## src/rtl/fetch_unit_if.sv

```systemverilog
// Fetch unit bus bundle: instruction memory request/response
// and the valid/ready handshake toward decode.
interface fetch_unit_if;
  logic        o_imem_req;
  logic [31:0] o_imem_addr;
  logic        i_imem_gnt;
  logic        i_imem_rvalid;
  logic [31:0] i_imem_rdata;
  logic        o_valid;
  logic [31:0] o_instr;
  logic [31:0] o_pc;
  logic        i_ready;

  modport master (
    output o_imem_req,
    output o_imem_addr,
    input  i_imem_gnt,
    input  i_imem_rvalid,
    input  i_imem_rdata,
    output o_valid,
    output o_instr,
    output o_pc,
    input  i_ready
  );

  modport slave (
    input  o_imem_req,
    input  o_imem_addr,
    output i_imem_gnt,
    output i_imem_rvalid,
    output i_imem_rdata,
    input  o_valid,
    input  o_instr,
    input  o_pc,
    output i_ready
  );
endinterface

```

## src/rtl/fetch_unit.sv

```systemverilog
// Instruction fetch stage: one outstanding imem request,
// small instruction queue toward decode, redirect flush.
module fetch_unit #(
  parameter logic [31:0] RESET_PC    = 32'h0000_0000,
  parameter int          QUEUE_DEPTH = 2
) (
  input  logic        i_clk,
  input  logic        i_rst_n,
  input  logic        i_redirect,
  input  logic [31:0] i_redirect_pc,
  fetch_unit_if.master bus
);

  localparam int PW = (QUEUE_DEPTH > 1) ? $clog2(QUEUE_DEPTH) : 1;
  localparam int CW = PW + 1;
  localparam logic [CW-1:0] DEPTH = CW'(QUEUE_DEPTH);
  localparam logic [31:0] NOP = 32'h0000_0013;

  typedef enum logic [1:0] {
    REQ  = 2'd0,
    WAIT = 2'd1,
    DROP = 2'd2
  } state_t;

  state_t        state;
  logic [31:0]   fpc;
  logic [31:0]   req_pc;
  logic [31:0]   q_instr [QUEUE_DEPTH];
  logic [31:0]   q_pc    [QUEUE_DEPTH];
  logic [PW-1:0] head;
  logic [PW-1:0] tail;
  logic [CW-1:0] count;

  logic        req;
  logic        issue;
  logic        push;
  logic        pop;
  logic        valid;
  logic [31:0] redir_pc;

  // Request gating, queue push/pop qualifiers and head view.
  always_comb begin
    valid    = (count != '0);
    req      = (state == REQ) && (count < DEPTH) && !i_redirect;
    issue    = req && bus.i_imem_gnt;
    push     = (state == WAIT) && bus.i_imem_rvalid && !i_redirect;
    pop      = valid && bus.i_ready && !i_redirect;
    redir_pc = i_redirect_pc & 32'hFFFF_FFFC;

    bus.o_imem_req  = req;
    bus.o_imem_addr = fpc;
    bus.o_valid     = valid;
    bus.o_instr     = valid ? q_instr[head] : NOP;
    bus.o_pc        = valid ? q_pc[head] : 32'h0;
  end

  // Fetch FSM, fetch PC and queue bookkeeping; redirect wins.
  always_ff @(posedge i_clk) begin
    if (!i_rst_n) begin
      state  <= REQ;
      fpc    <= RESET_PC;
      req_pc <= RESET_PC;
      head   <= '0;
      tail   <= '0;
      count  <= '0;
    end else if (i_redirect) begin
      fpc   <= redir_pc;
      head  <= '0;
      tail  <= '0;
      count <= '0;
      unique case (state)
        REQ:     state <= REQ;
        WAIT:    state <= bus.i_imem_rvalid ? REQ : DROP;
        DROP:    state <= bus.i_imem_rvalid ? REQ : DROP;
        default: state <= REQ;
      endcase
    end else begin
      head  <= head + PW'(pop);
      tail  <= tail + PW'(push);
      count <= count + CW'(push) - CW'(pop);
      unique case (state)
        REQ: begin
          if (issue) begin
            req_pc <= fpc;
            fpc    <= fpc + 32'd4;
            state  <= WAIT;
          end
        end
        WAIT: if (bus.i_imem_rvalid) state <= REQ;
        DROP: if (bus.i_imem_rvalid) state <= REQ;
        default: state <= REQ;
      endcase
    end
  end

  // Queue storage; the slot is reserved at issue so push never overflows.
  always_ff @(posedge i_clk) begin
    if (push) begin
      q_instr[tail] <= bus.i_imem_rdata;
      q_pc[tail]    <= req_pc;
    end
  end

endmodule

```

## src/flat_wrapper.sv

```systemverilog
// flat-port wrapper written by rule: the top's interface ports become plain ports
module fetch_unit_flat 
#(
  parameter logic [31:0] RESET_PC    = 32'h0000_0000,
  parameter int          QUEUE_DEPTH = 2
)
  (i_clk, i_rst_n, i_redirect, i_redirect_pc, bus_o_imem_req, bus_o_imem_addr, bus_i_imem_gnt, bus_i_imem_rvalid, bus_i_imem_rdata, bus_o_valid, bus_o_instr, bus_o_pc, bus_i_ready);
  fetch_unit_if bus_i ();
  input  logic i_clk;
  input  logic i_rst_n;
  input  logic i_redirect;
  input  logic [31:0] i_redirect_pc;
  output wire logic [$bits(bus_i.o_imem_req)-1:0] bus_o_imem_req;
  output wire logic [$bits(bus_i.o_imem_addr)-1:0] bus_o_imem_addr;
  input wire logic [$bits(bus_i.i_imem_gnt)-1:0] bus_i_imem_gnt;
  input wire logic [$bits(bus_i.i_imem_rvalid)-1:0] bus_i_imem_rvalid;
  input wire logic [$bits(bus_i.i_imem_rdata)-1:0] bus_i_imem_rdata;
  output wire logic [$bits(bus_i.o_valid)-1:0] bus_o_valid;
  output wire logic [$bits(bus_i.o_instr)-1:0] bus_o_instr;
  output wire logic [$bits(bus_i.o_pc)-1:0] bus_o_pc;
  input wire logic [$bits(bus_i.i_ready)-1:0] bus_i_ready;
  assign bus_o_imem_req = bus_i.o_imem_req;
  assign bus_o_imem_addr = bus_i.o_imem_addr;
  assign bus_i.i_imem_gnt = bus_i_imem_gnt;
  assign bus_i.i_imem_rvalid = bus_i_imem_rvalid;
  assign bus_i.i_imem_rdata = bus_i_imem_rdata;
  assign bus_o_valid = bus_i.o_valid;
  assign bus_o_instr = bus_i.o_instr;
  assign bus_o_pc = bus_i.o_pc;
  assign bus_i.i_ready = bus_i_ready;
  fetch_unit #(.RESET_PC(RESET_PC), .QUEUE_DEPTH(QUEUE_DEPTH)) u_core (.i_clk(i_clk), .i_rst_n(i_rst_n), .i_redirect(i_redirect), .i_redirect_pc(i_redirect_pc), .bus(bus_i));
endmodule
```

## config.mk

```make
export PLATFORM = sky130hd
export DESIGN_NAME = fetch_unit_flat
export DESIGN_NICKNAME = d
export VERILOG_FILES = /design/src/rtl/fetch_unit_if.sv /design/src/rtl/fetch_unit.sv /design/src/flat_wrapper.sv
export SDC_FILE = /design/constraint.sdc
export NUM_CORES = 1
export LEC_CHECK = 0
export ABC_AREA = 1
export CAP_MARGIN = 25
export CORE_ASPECT_RATIO = 1.1
export CORE_MARGIN = 2
export CORE_UTILIZATION = 55
export CTS_BUF_LIST = sky130_fd_sc_hd__clkbuf_4 sky130_fd_sc_hd__clkbuf_8 sky130_fd_sc_hd__clkbuf_16
export DETAILED_ROUTE_END_ITERATION = 6
export PLACE_DENSITY = 0.83
export RECOVER_POWER = 100
export SYNTH_ARGS = -nofsm -noshare
export SYNTH_HDL_FRONTEND = slang
export SYNTH_SLANG_ARGS = --single-unit
export TNS_END_PERCENT = 100
```

## constraint.sdc

```tcl
create_clock -name i_clk -period 4.9 [get_ports i_clk]
set_input_delay 0.98 -clock i_clk [delete_from_list [all_inputs] [get_ports i_clk]]
set_output_delay 0.98 -clock i_clk [all_outputs]
set_load 0.02 [all_outputs]
```

==> metrics.txt, run 1 <==
status=finished with violations; failing checks=capacitance limit, slew limit; Core ar.=14300 um^2; Routed Antenna Nets=0; Seq/Total Area, Yosys=63.1%; Area Overhead vs Synth=29.4%; Primary FF master, synth=edfxtp_1; H-tree Lvls=4; post-synth top area share=46.6%; CTS tree=done; post-synthesis xor/xnor area fraction=0.658%; Yosys cell types=36; Post-Synth Adder-Cell Area=1.10%; die area=15500 um^2; worst-margin pin slew=1.73 ns; Slew headroom=-15.6%; leading area contributor after synthesis=edfxtp_1; vias=6350; global-route wire length before repair=29.0 mm; CTS Buf Count=17; Crit path arrival time=3.00 ns; nature of the critical path startpoint=flip-flop; Final HPWL DP=11.7 mm; final hold vios=0; Worst setup EP type=primary output; Die H=130 um; RSZ-0062 raised after global routing=no; Root Buffer=clkbuf_16; largest family of logic cells by synthesized area=simple AND/OR/NAND/NOR gates; Simple-Gate Fraction of Synth Area=19.2%; LEAKAGE=4.06 nW; Post-CTS Resized=0; layout cells sized above 1=4.83%; wirelength, routed=18.4 mm; biggest area contributors in the synthesized netlist=edfxtp_1 (47%), dfxtp_1 (17%), nand2_1 (11%); Worst-Skew Late Latency=0.41 ns; Post-Synthesis Cells=831; final setup TNS=0 ns; FP Rows=46; Critical Path RT=3.92 ns; DIE WIDTH=119 um; Post-synth EDFFs=124; initial antenna violation count=0; Reg clk slew, reported paths=0.07 ns; Core Util, Final=72.1%; GP Congestion=0.904; yosys synthesis warning count=0; I/O Buffers=161; Final #Nets=1058; critical path type=flip-flop to primary output; cts hold-fix bufs=0; Avg WL per Cell=15.5 um; Max Slew Vio Count=88; Fill cells=1032; DR pass1 iterations=5; worst vdd ir=0.233 mV; DRC viols=0; Final setup viols=0; gr usage total=24.0%; vias per cell=5.35; multiplexer share of the synthesized area=0%; Overflow after GRT=0; Max Cap Viol=2; Hold Crit Class=flip-flop to flip-flop; largest net degree at the start of global routing=68; fmax=0.251 GHz; CTS Sinks=190; Initial Util=55.8%; fin crit share=81.2%; I/O Pins=168; DR iter-0 viols=495; synthesis-stage register bit count=190; crit path max fanout=33; synthesized area per cell=9.62 um^2; Compound-Gate Fraction of Synth Area=10.5%; Final min period=3.98 ns; CTS max path bufs=2; Final Skew=0.00848 ns; PD cells=341 nW/um^2; Diodes inserted=0; Post-synth ARST share=0%; postcts setup bufs=0; Netlist Area Pre-Place=7990 um^2; vias in the first global route=5780
per-layer routing:
metal | part of all wire [%] | routed length, um | vias up | global-route usage, %
li1 | - | - | 3101 | -
met1 | 43 | 8000 | 2988 | 31.9
met2 | 48 | 8900 | 242 | 39.7
met3 | 6.7 | 1240 | 19 | 5.60
met4 | 1.6 | 289 | 0 | 7.42
met5 | 0 | 0 | - | 0
flip-flops by register name (all words and copies together), names as in the netlist:
signal / cells
u_core.head: 1
u_core.count: 2
u_core.bus.o_imem_addr: 30
u_core.state: 2
u_core.req_pc: 30
u_core.tail: 1
u_core.q_instr: 64
u_core.q_pc: 60
Yosys cell counts (all sizes together), types with 7 or more instances:
master / number
clkbuf: 27
inv: 56
nor2: 85
edfxtp: 124
nand2: 228
dfxtp: 66
ha: 7
buf: 17
a21oi: 91
nor3: 9
nand3: 42
a22oi: 18
o21ai: 27
critical path, cell delays in order, from the launching register on:
cell	delay, ns
dfxtp_1	0.37
nor2_2	1.08
inv_1	0.30
nand3_1	0.14
dlygate4sd3_1	0.69
final cells by class:
cell class / instances / area, um^2 / area share, %
clock inverters: 10 / 123 / 1.19
multi-input cells: 543 / 2520 / 24.3
repair buffers: 172 / 1700 / 16.4
clock buffers: 22 / 498 / 4.82
inverters: 57 / 214 / 2.07
flip-flops and latches: 190 / 5050 / 48.8
well taps: 192 / 240 / 2.32
layout by cell type (no fill, tap or decap), types with 2 or more instances in the layout:
cell,instances
dfxtp_1,65
xnor2_1,4
clkbuf_2,2
conb_1,4
clkinv_4,3
clkinv_1,2
inv_1,55
buf_12,2
dlygate4sd3_1,123
nor3_1,8
o211ai_1,2
or2_2,2
a31oi_1,5
a22oi_1,18
clkbuf_16,19
nand2_1,227
o21ai_0,27
a21boi_0,2
nand3b_1,2
clkdlybuf4s50_1,38
bufinv_16,2
a211oi_1,6
edfxtp_1,124
ha_1,7
clkbuf_4,3
a21oi_1,91
inv_6,3
xor2_1,2
nor2_1,81
nand4_1,5
nor2_2,3
buf_4,3
nand3_1,42
clkbuf_1,4
stage by stage:
stage               cells  power (mW)  worst slack (ns)  area [um^2]  hold slack, ns
floorplan             834        2.01              1.45         8000           0.420
global placement     1153        2.15              1.30         9750           0.429
detailed placement   1154        2.16              1.29         9770           0.437
CTS                  1186        3.56              1.29        10400           0.450
global route         1186        3.64             0.594        10300           0.468
finish               1186        3.52             0.919        10300           0.458
cell families (layout without fill, tap and decap cells):
| logic type | Yosys count | after routing |
|---|---|---|
| other | 1 | 4 |
| DFF | 190 | 190 |
| buffers and inverters | 101 | 261 |
| adders and majority gates | 7 | 7 |
| AOI/OAI and AO/OA | 152 | 152 |
| and+or+nand+nor | 374 | 374 |
| xor gates and xnor gates | 6 | 6 |
final timing paths:
check | from | to | slack [ns] | cells after the start
worst max-delay path | u_core.count[1] | bus_o_instr[1] | 0.92 | 4
worst min-delay path | u_core.req_pc[15] | u_core.q_pc[0][15] | 0.46 | 0
worst max register to register | u_core.count[1] | u_core.count[1] | 1.74 | 10
worst min register to register | u_core.req_pc[15] | u_core.q_pc[0][15] | 0.46 | 0
where the power goes:
group	leakage, nW	switching [mW]	internal, mW
sequential	1.65	0.0487	1.77
combinational	2.10	0.169	0.125
clock	0.308	0.576	0.837
total	4.06	0.794	2.73
Note: power is estimated with default switching activity, not from simulation.
==> inputs of run 2 (changes only) <==
- CORE_UTILIZATION: 55 -> 51
- PLACE_DENSITY: 0.83 -> 0.78
- clock period: 4.9 -> 3.8 ns (I/O delays scaled with it)
==> metrics.txt, run 2 (synthesized netlist as in run 1, its figures left out) <==
most flop-heavy register=u_core.q_instr; Worst setup EP type=primary output; layout cells sized above 1=5.23%; Diodes inserted=0; GP Congestion=0.918; combinational share of power=8.6%; postcts setup bufs=0; nature of the critical path startpoint=flip-flop; placed inst area=9780 um^2; DR pass1 iterations=5; die area=16700 um^2; wirelength, routed=18.3 mm; switching share of total power=23.4%; CTS Buf Count=17; global-route wire length before repair=28.8 mm; crit path max fanout=28; vias=6216; RSZ-0062 raised after global routing=no; Slew headroom=-12.1%; failing checks=capacitance limit, slew limit; gr usage total=22.5%; Hold Crit Class=flip-flop to flip-flop; PD cells=427 nW/um^2; Avg WL per Cell=15.4 um; final hold vios=0; worst-margin pin slew=1.68 ns; Initial Util=52.7%; LEAKAGE=4.02 nW; Worst-Skew Late Latency=0.43 ns; Routed Antenna Nets=0; vias per cell=5.22; largest net degree at the start of global routing=68; CTS max path bufs=2; I/O Pins=168; Root Buffer=clkbuf_16; Overflow after GRT=0; Sequential Power Share=53.4%; Critical Path RT=3.04 ns; Psw=1.03 mW; Total Power=4.39 mW; Die H=135 um; CTS tree=done; fin crit share=88.1%; final setup TNS=0 ns; initial antenna violation count=0; commonest cells after routing, fill and taps aside=nand2_1 (227), edfxtp_1 (124), dlygate4sd3_1 (123), a21oi_1 (91), nor2_1 (81); Post-Layout Inst Area=10300 um^2; DR iter-0 viols=480; CTS Sinks=190; DIE WIDTH=123 um; final non-filler cell total=1190; Final #Nets=1058; Final HPWL DP=12.0 mm; Area Overhead vs Synth=28.7%; Max Slew Vio Count=151; cts hold-fix bufs=0; Final setup viols=0; Core Util, Final=67.8%; critical path type=flip-flop to primary output; H-tree Lvls=4; Final Skew=0.00914 ns; I/O Buffers=161; status=finished with violations; P_int=3.36 mW; Reg clk slew, reported paths=0.07 ns; Crit path arrival time=2.59 ns; Regs by FF count=u_core.q_instr (64), u_core.q_pc (60); DP Cell Count=1158; clock share of power=38.0%; vias in the first global route=5773; Final min period=3.35 ns; worst vdd ir=0.298 mV; Max Cap Viol=3; Post-CTS Resized=0; FP Rows=47; fmax=0.299 GHz; max reg flops=64; most common cell after layout, fill and taps aside=nand2_1; Core ar.=15200 um^2; DRC viols=0
==> run 2: cell types whose count changed in the layout (fill, tap and decap cells not counted) <==
cell	previous run	this run
clkbuf_8	0	1
clkinvlp_4	0	3
nor2_2	3	2
inv_6	3	2
clkinv_2	0	1
clkbuf_1	4	1
clkinv_1	2	1
clkbuf_16	19	18
buf_12	2	1
clkbuf_2	2	3
buf_4	3	6
bufinv_16	2	0
nor2_4	1	2
==> run 2: path summary, 6_finish.rpt <==
kind | depth (start not counted) | slack, ns | start | endpoint
max reg2reg | 9 | 1.12 | u_core.state[0] | u_core.bus.o_imem_addr[15]
min | 0 | 0.46 | u_core.req_pc[21] | u_core.q_pc[0][21]
max | 5 | 0.45 | u_core.head | bus_o_instr[18]
min reg2reg | 0 | 0.46 | u_core.req_pc[21] | u_core.q_pc[0][21]
==> run 2: through the flow <==
| step | setup slack, ns | hold slack (ns) |
|---|---|---|
| after floorplan | 0.568 | 0.420 |
| after global placement | 0.814 | 0.430 |
| after detailed placement | 0.804 | 0.433 |
| after CTS | 0.651 | 0.458 |
| after global routing | 0.329 | 0.476 |
| final | 0.451 | 0.458 |
==> run 2: final cells by class <==
cell class	instances	area, um^2
tap	196	245
fill	1216	4890
inverter	57	214
sequential	190	5050
clock buffer	22	487
multi-input combinational	543	2520
timing repair buffer	172	1700
clock inverter	10	77.6
==> run 2: critical path, cell delays in order, from the launching register on <==
cell           delay, ns
dfxtp_2             0.32
inv_2               0.37
clkbuf_1            0.49
nand2_1             0.10
a21oi_1             0.18
dlygate4sd3_1       0.69
==> run 2: power groups by stage <==
stage                     Clock [mW]  Combinational [mW]  Sequential, mW
after floorplan                    0               0.197            2.39
after global placement             0               0.391            2.38
after detailed placement           0               0.398            2.39
after CTS                       1.69               0.402            2.34
after global routing            1.79               0.415            2.35
final                           1.67               0.377            2.34
==> run 2: routing by layer <==
layer	wire length (um)	share of wire, %	vias up	global-route usage, %
met2	8990	49	211	36.9
li1	-	-	3106	-
met1	7860	43	2880	30.2
met3	1200	6.5	19	4.76
met4	265	1.4	0	6.69
met5	0	0	-	0
